<file path="config.mk">
export PLATFORM = sky130hd
export DESIGN_NAME = addsub4_arb
export DESIGN_NICKNAME = d
export VERILOG_FILES = /design/src/rtl/addsub4_pkg.sv /design/src/rtl/addsub4.sv /design/src/rtl/addsub4_arb.sv
export SDC_FILE = /design/constraint.sdc
export NUM_CORES = 1
export LEC_CHECK = 0
export BUFFER_PORTS_ARGS = -buffer_cell sky130_fd_sc_hd__buf_2
export CELL_PAD_IN_SITES_DETAIL_PLACEMENT = 0
export CELL_PAD_IN_SITES_GLOBAL_PLACEMENT = 1
export CORE_UTILIZATION = 30
export DETAILED_ROUTE_END_ITERATION = 12
export PLACE_DENSITY_LB_ADDON = 0.1
export SLEW_MARGIN = 40
export SYNTH_ARGS = -nofsm -noshare
export SYNTH_HDL_FRONTEND = slang
export SYNTH_HIERARCHICAL = 1
export SYNTH_SLANG_ARGS = --single-unit
export TNS_END_PERCENT = 50
</file>
<file path="constraint.sdc">
create_clock -name clk -period 3.3 [get_ports clk]
set_input_delay 0.165 -clock clk [delete_from_list [all_inputs] [get_ports clk]]
set_output_delay 0.165 -clock clk [all_outputs]
set_load 0.02 [all_outputs]
</file>
<file path="src/rtl/addsub4_pkg.sv">
// Shared definitions for the addsub4 arbiter slice: FSM states, datapath
// width and requester count.
package addsub4_pkg;

    localparam int W    = 4;
    localparam int NREQ = 2;

    typedef enum logic {
        ST_IDLE = 1'b0,
        ST_RESP = 1'b1
    } state_t;

endpackage

</file>
<file path="src/rtl/addsub4.sv">
// 4-bit adder/subtractor: y = a + b (sel=0) or a - b (sel=1), modulo 16.
module addsub4
    import addsub4_pkg::*;
(
    output logic [W-1:0] y,
    input  logic [W-1:0] a,
    input  logic [W-1:0] b,
    input  logic         sel
);

    // Wrap-around is silent; the result is simply truncated to W bits.
    always_comb begin
        y = sel ? (a - b) : (a + b);
    end

endmodule

</file>
<file path="src/rtl/addsub4_arb.sv">
// Two-requester round-robin front end for one shared addsub4.
// IDLE grants one requester combinationally, RESP holds the registered result
// until the consumer takes it. Optional carry/borrow output resp_c is enabled
// by defining ADDSUB4_ARB_FLAGS_EN.
module addsub4_arb
    import addsub4_pkg::*;
(
    input  logic                clk,
    input  logic                rst,
    input  logic [NREQ-1:0]     req_valid,
    output logic [NREQ-1:0]     req_ready,
    input  logic [NREQ*W-1:0]   req_a,
    input  logic [NREQ*W-1:0]   req_b,
    input  logic [NREQ-1:0]     req_sel,
    output logic                resp_valid,
    input  logic                resp_ready,
    output logic [W-1:0]        resp_y,
    output logic                resp_id
`ifdef ADDSUB4_ARB_FLAGS_EN
    ,
    output logic                resp_c
`endif
);

    state_t          r_state;
    logic            r_ptr;
    logic            r_valid;
    logic [W-1:0]    r_y;
    logic            r_id;

    logic [NREQ-1:0] w_gnt;
    logic            w_id;
    logic [W-1:0]    w_a;
    logic [W-1:0]    w_b;
    logic            w_sel;
    logic [W-1:0]    w_y;

    // Grant exactly one valid requester in IDLE; the pointer breaks ties.
    // Gated by rst so nothing looks accepted during reset.
    always_comb begin
        w_gnt = '0;
        if (!rst && r_state == ST_IDLE) begin
            case (req_valid)
                2'b01:   w_gnt = 2'b01;
                2'b10:   w_gnt = 2'b10;
                2'b11:   w_gnt = r_ptr ? 2'b10 : 2'b01;
                default: w_gnt = 2'b00;
            endcase
        end
    end

    // Operand mux for the granted requester.
    always_comb begin
        w_id  = w_gnt[1];
        w_a   = w_id ? req_a[2*W-1:W] : req_a[W-1:0];
        w_b   = w_id ? req_b[2*W-1:W] : req_b[W-1:0];
        w_sel = w_id ? req_sel[1]     : req_sel[0];
    end

    addsub4 u_addsub4 (
        .y   (w_y),
        .a   (w_a),
        .b   (w_b),
        .sel (w_sel)
    );

`ifdef ADDSUB4_ARB_FLAGS_EN
    logic [W:0] w_sum;
    logic       w_c;
    logic       r_c;

    // Carry-out of the add, or unsigned borrow of the subtract.
    always_comb begin
        w_sum = {1'b0, w_a} + {1'b0, w_b};
        w_c   = w_sel ? (w_a < w_b) : w_sum[W];
    end

    // Flag register tracks resp_y: loaded on acceptance, held otherwise.
    always_ff @(posedge clk) begin
        if (rst)
            r_c <= 1'b0;
        else if (|w_gnt)
            r_c <= w_c;
    end

    assign resp_c = r_c;
`endif

    // FSM: accept in IDLE, hold result in RESP until the response handshake.
    // The handshake cycle never accepts, since req_ready is 0 in RESP.
    always_ff @(posedge clk) begin
        if (rst) begin
            r_state <= ST_IDLE;
            r_ptr   <= 1'b0;
            r_valid <= 1'b0;
            r_y     <= '0;
            r_id    <= 1'b0;
        end else begin
            case (r_state)
                ST_IDLE: begin
                    if (|w_gnt) begin
                        r_y     <= w_y;
                        r_id    <= w_id;
                        r_ptr   <= ~w_id;
                        r_valid <= 1'b1;
                        r_state <= ST_RESP;
                    end
                end
                ST_RESP: begin
                    if (resp_ready) begin
                        r_valid <= 1'b0;
                        r_state <= ST_IDLE;
                    end
                end
                default: begin
                    r_valid <= 1'b0;
                    r_state <= ST_IDLE;
                end
            endcase
        end
    end

    assign req_ready  = w_gnt;
    assign resp_valid = r_valid;
    assign resp_y     = r_y;
    assign resp_id    = r_id;

endmodule

</file>
==> metrics.txt <==
outcome finished, final reports clean; # DRC 0; Post-DRT Antenna Nets 0; first-pass GRT wire length 1932 um; Tightest Pin Transition 0.3527 ns; grt total ovfl 0; Hold Crit Class in2reg; Max VDD drop 0.0002250 V; fin worst setup slack 0.5684 ns; post-CTS setup buffer count 0; Yosys cell types 25; Syn Area/Cell 9.697 sq um; switch share 32.21%; combinational power share 40.7%; hold_ws 0.2092 ns; Slew Limit Fails 0; Most used DFF post-synth dfxtp_1; Vias per Instance 4.294; Max Freq 366.1 MHz; worst path required time 3.44 ns; post-CTS sizing 0; Core Area 2022 sq um; htree depth 1; max-cap viol count 0; crit path kind reg2reg; final hold vios 0; CTS tree yes; Mapped Cells 68; area share of the largest cell type after synthesis 24.29%; WL final 1210 um; RSZ-0062 raised after global routing false; Seq/Total Area, Yosys 24.29%; Initial DRT Pass Iterations 1; First DRT Iteration DRCs 0; CP Capture Type register; share of layout cells above drive strength 1 47.47%; initial antenna violation count 0; clk sinks 8; Clk Latency, worst-skew pair 0.25 ns; net load switching power 0.1036 mW; Critical Path AT 2.88 ns; diode count 0; nets 129; R2R cell count 13; Syn Nets 96; maximum clock path buffer count 2; pwr dens 381.5 nW/um^2; Pleak 0.4718 nW; Reg power frac 36.5%; Slew headroom 76.47%; vias 541; leading cell types by count after synthesis inv_1, dfxtp_1, mux2_4; Hold Path Cell Cnt 4; CTS Buf Count 3; final setup violation count 0; post-place setup slack 0.5430 ns; Period minus WS final 2.732 ns; P_int 0.2181 mW; fin crit share 82.78%; vias in the first global route 454; CTS Hold Buffers Added 0; Starting Density 32.61%; Yosys warning count 6; clock transition at the registers of the reported paths 0.05 ns; Cell Rows 16; synthesized area 659.4 sq um; die width 48.88 um; Port Buf Inserts 30; top-count cell post-synth inv_1; Synth async-reset ratio 0%; Synth area leader dfxtp_1; number of synthesized flops with an enable pin 0; io pins 31; area grow syn2layout 27.89%; GPL Wtd Cong 0.6874; die area 2389 sq um; flops & latches, synth 8; Clk pwr share 22.8%; Fill cells 234; clk_skew 0.005877 ns; post-DP HPWL 1002 um; largest net degree at the start of global routing 12; Die Y 48.88 um; top post-synthesis cells by area dfxtp_1, mux2_4, ha_1; nature of the critical path startpoint register; Crit Path Max Fanout 11; gr usage total 10.97%; post-DR wirelength/cell 9.603 um; CTS root buf clkbuf_4; setup TNS 0 ns
==> sequential cells by signal, summed over array words and instances, names as in the netlist <==
register and cells:
resp_id 1, resp_valid 1, r_state 1, resp_y 4, r_ptr 1
==> logic make-up after synthesis <==
logic type | count (synthesis) | synth area share, %
buf+inv | 11 | 8.538
simple gates | 19 | 16.13
flops | 8 | 24.29
mux | 14 | 27.70
compound gates | 6 | 6.072
xor+xnor | 5 | 6.641
fa+ha+maj | 5 | 10.63
==> final cells by class <==
cell class / count / area (sq um) / area share (%)
Multi-Input combinational cell: 49 / 442.9 / 52.52
Tap cell: 27 / 33.78 / 4.006
Timing Repair Buffer: 30 / 150.1 / 17.80
Clock buffer: 3 / 22.52 / 2.671
Sequential cell: 8 / 160.2 / 18.99
Inverter: 9 / 33.78 / 4.006
==> cells in the final DEF, fill, tap and decap left out <==
cell and n:
nor2_4 1, mux2_2 2, nor3_2 1, inv_1 9, o22ai_1 1, a21oi_1 2
nor2_1 7, nor3_1 1, xor2_1 1, a21o_1 1, nand2_1 3, nor2b_1 1
buf_2 30, nor3b_1 1, xnor2_1 4, dfxtp_1 8, nand3_2 1, mux2_4 8
o21bai_2 1, fa_1 1, clkbuf_4 3, nand2b_1 2, mux2i_1 4, ha_1 4
o21ai_0 1, and3_1 1
==> per-stage QoR <==
step	std cells	total power, mW	util [%]	area [sq um]
after CTS	126	0.3302	41.71	843.3
after detailed placement	123	0.2526	40.59	820.8
after global placement	123	0.2524	40.59	820.8
after floorplan	68	0.2173	-	659.4
final	126	0.3217	41.71	843.3
after global routing	126	0.3482	41.71	843.3
==> worst paths after layout <==
path	from	endpoint	slack (ns)
max	r_state	resp_y[3]	0.57
min	resp_ready	resp_valid	0.21
min reg2reg	resp_valid	resp_valid	0.45
max reg2reg	r_state	resp_y[3]	0.57
==> routing by layer <==
layer	global-route usage [%]	wire length [um]
met5	0	0
met4	2.941	0
met3	6.542	84
met2	15.28	490
met1	14.10	635
==> power groups by stage <==
stage | logic, mW | registers, mW | clock network (mW)
6_report | 0.131 | 0.117 | 0.0735
5_1_grt | 0.144 | 0.119 | 0.0850
4_1_cts | 0.134 | 0.118 | 0.0787
3_5_place_dp | 0.133 | 0.120 | 0
3_3_place_gp | 0.133 | 0.119 | 0
2_1_floorplan | 0.0856 | 0.132 | 0
==> critical path, stage by stage (launching register included) <==
cell and delay, ns:
dfxtp_1 0.37, nor2_4 0.12, nand3_2 0.29, mux2_4 0.42
inv_1 0.06, ha_1 0.22, mux2_2 0.29, inv_1 0.06
ha_1 0.22, a21o_1 0.15, a21oi_1 0.17, xnor2_1 0.08
mux2i_1 0.12, nor2_1 0.05
Power figures use the tool's default switching activity.
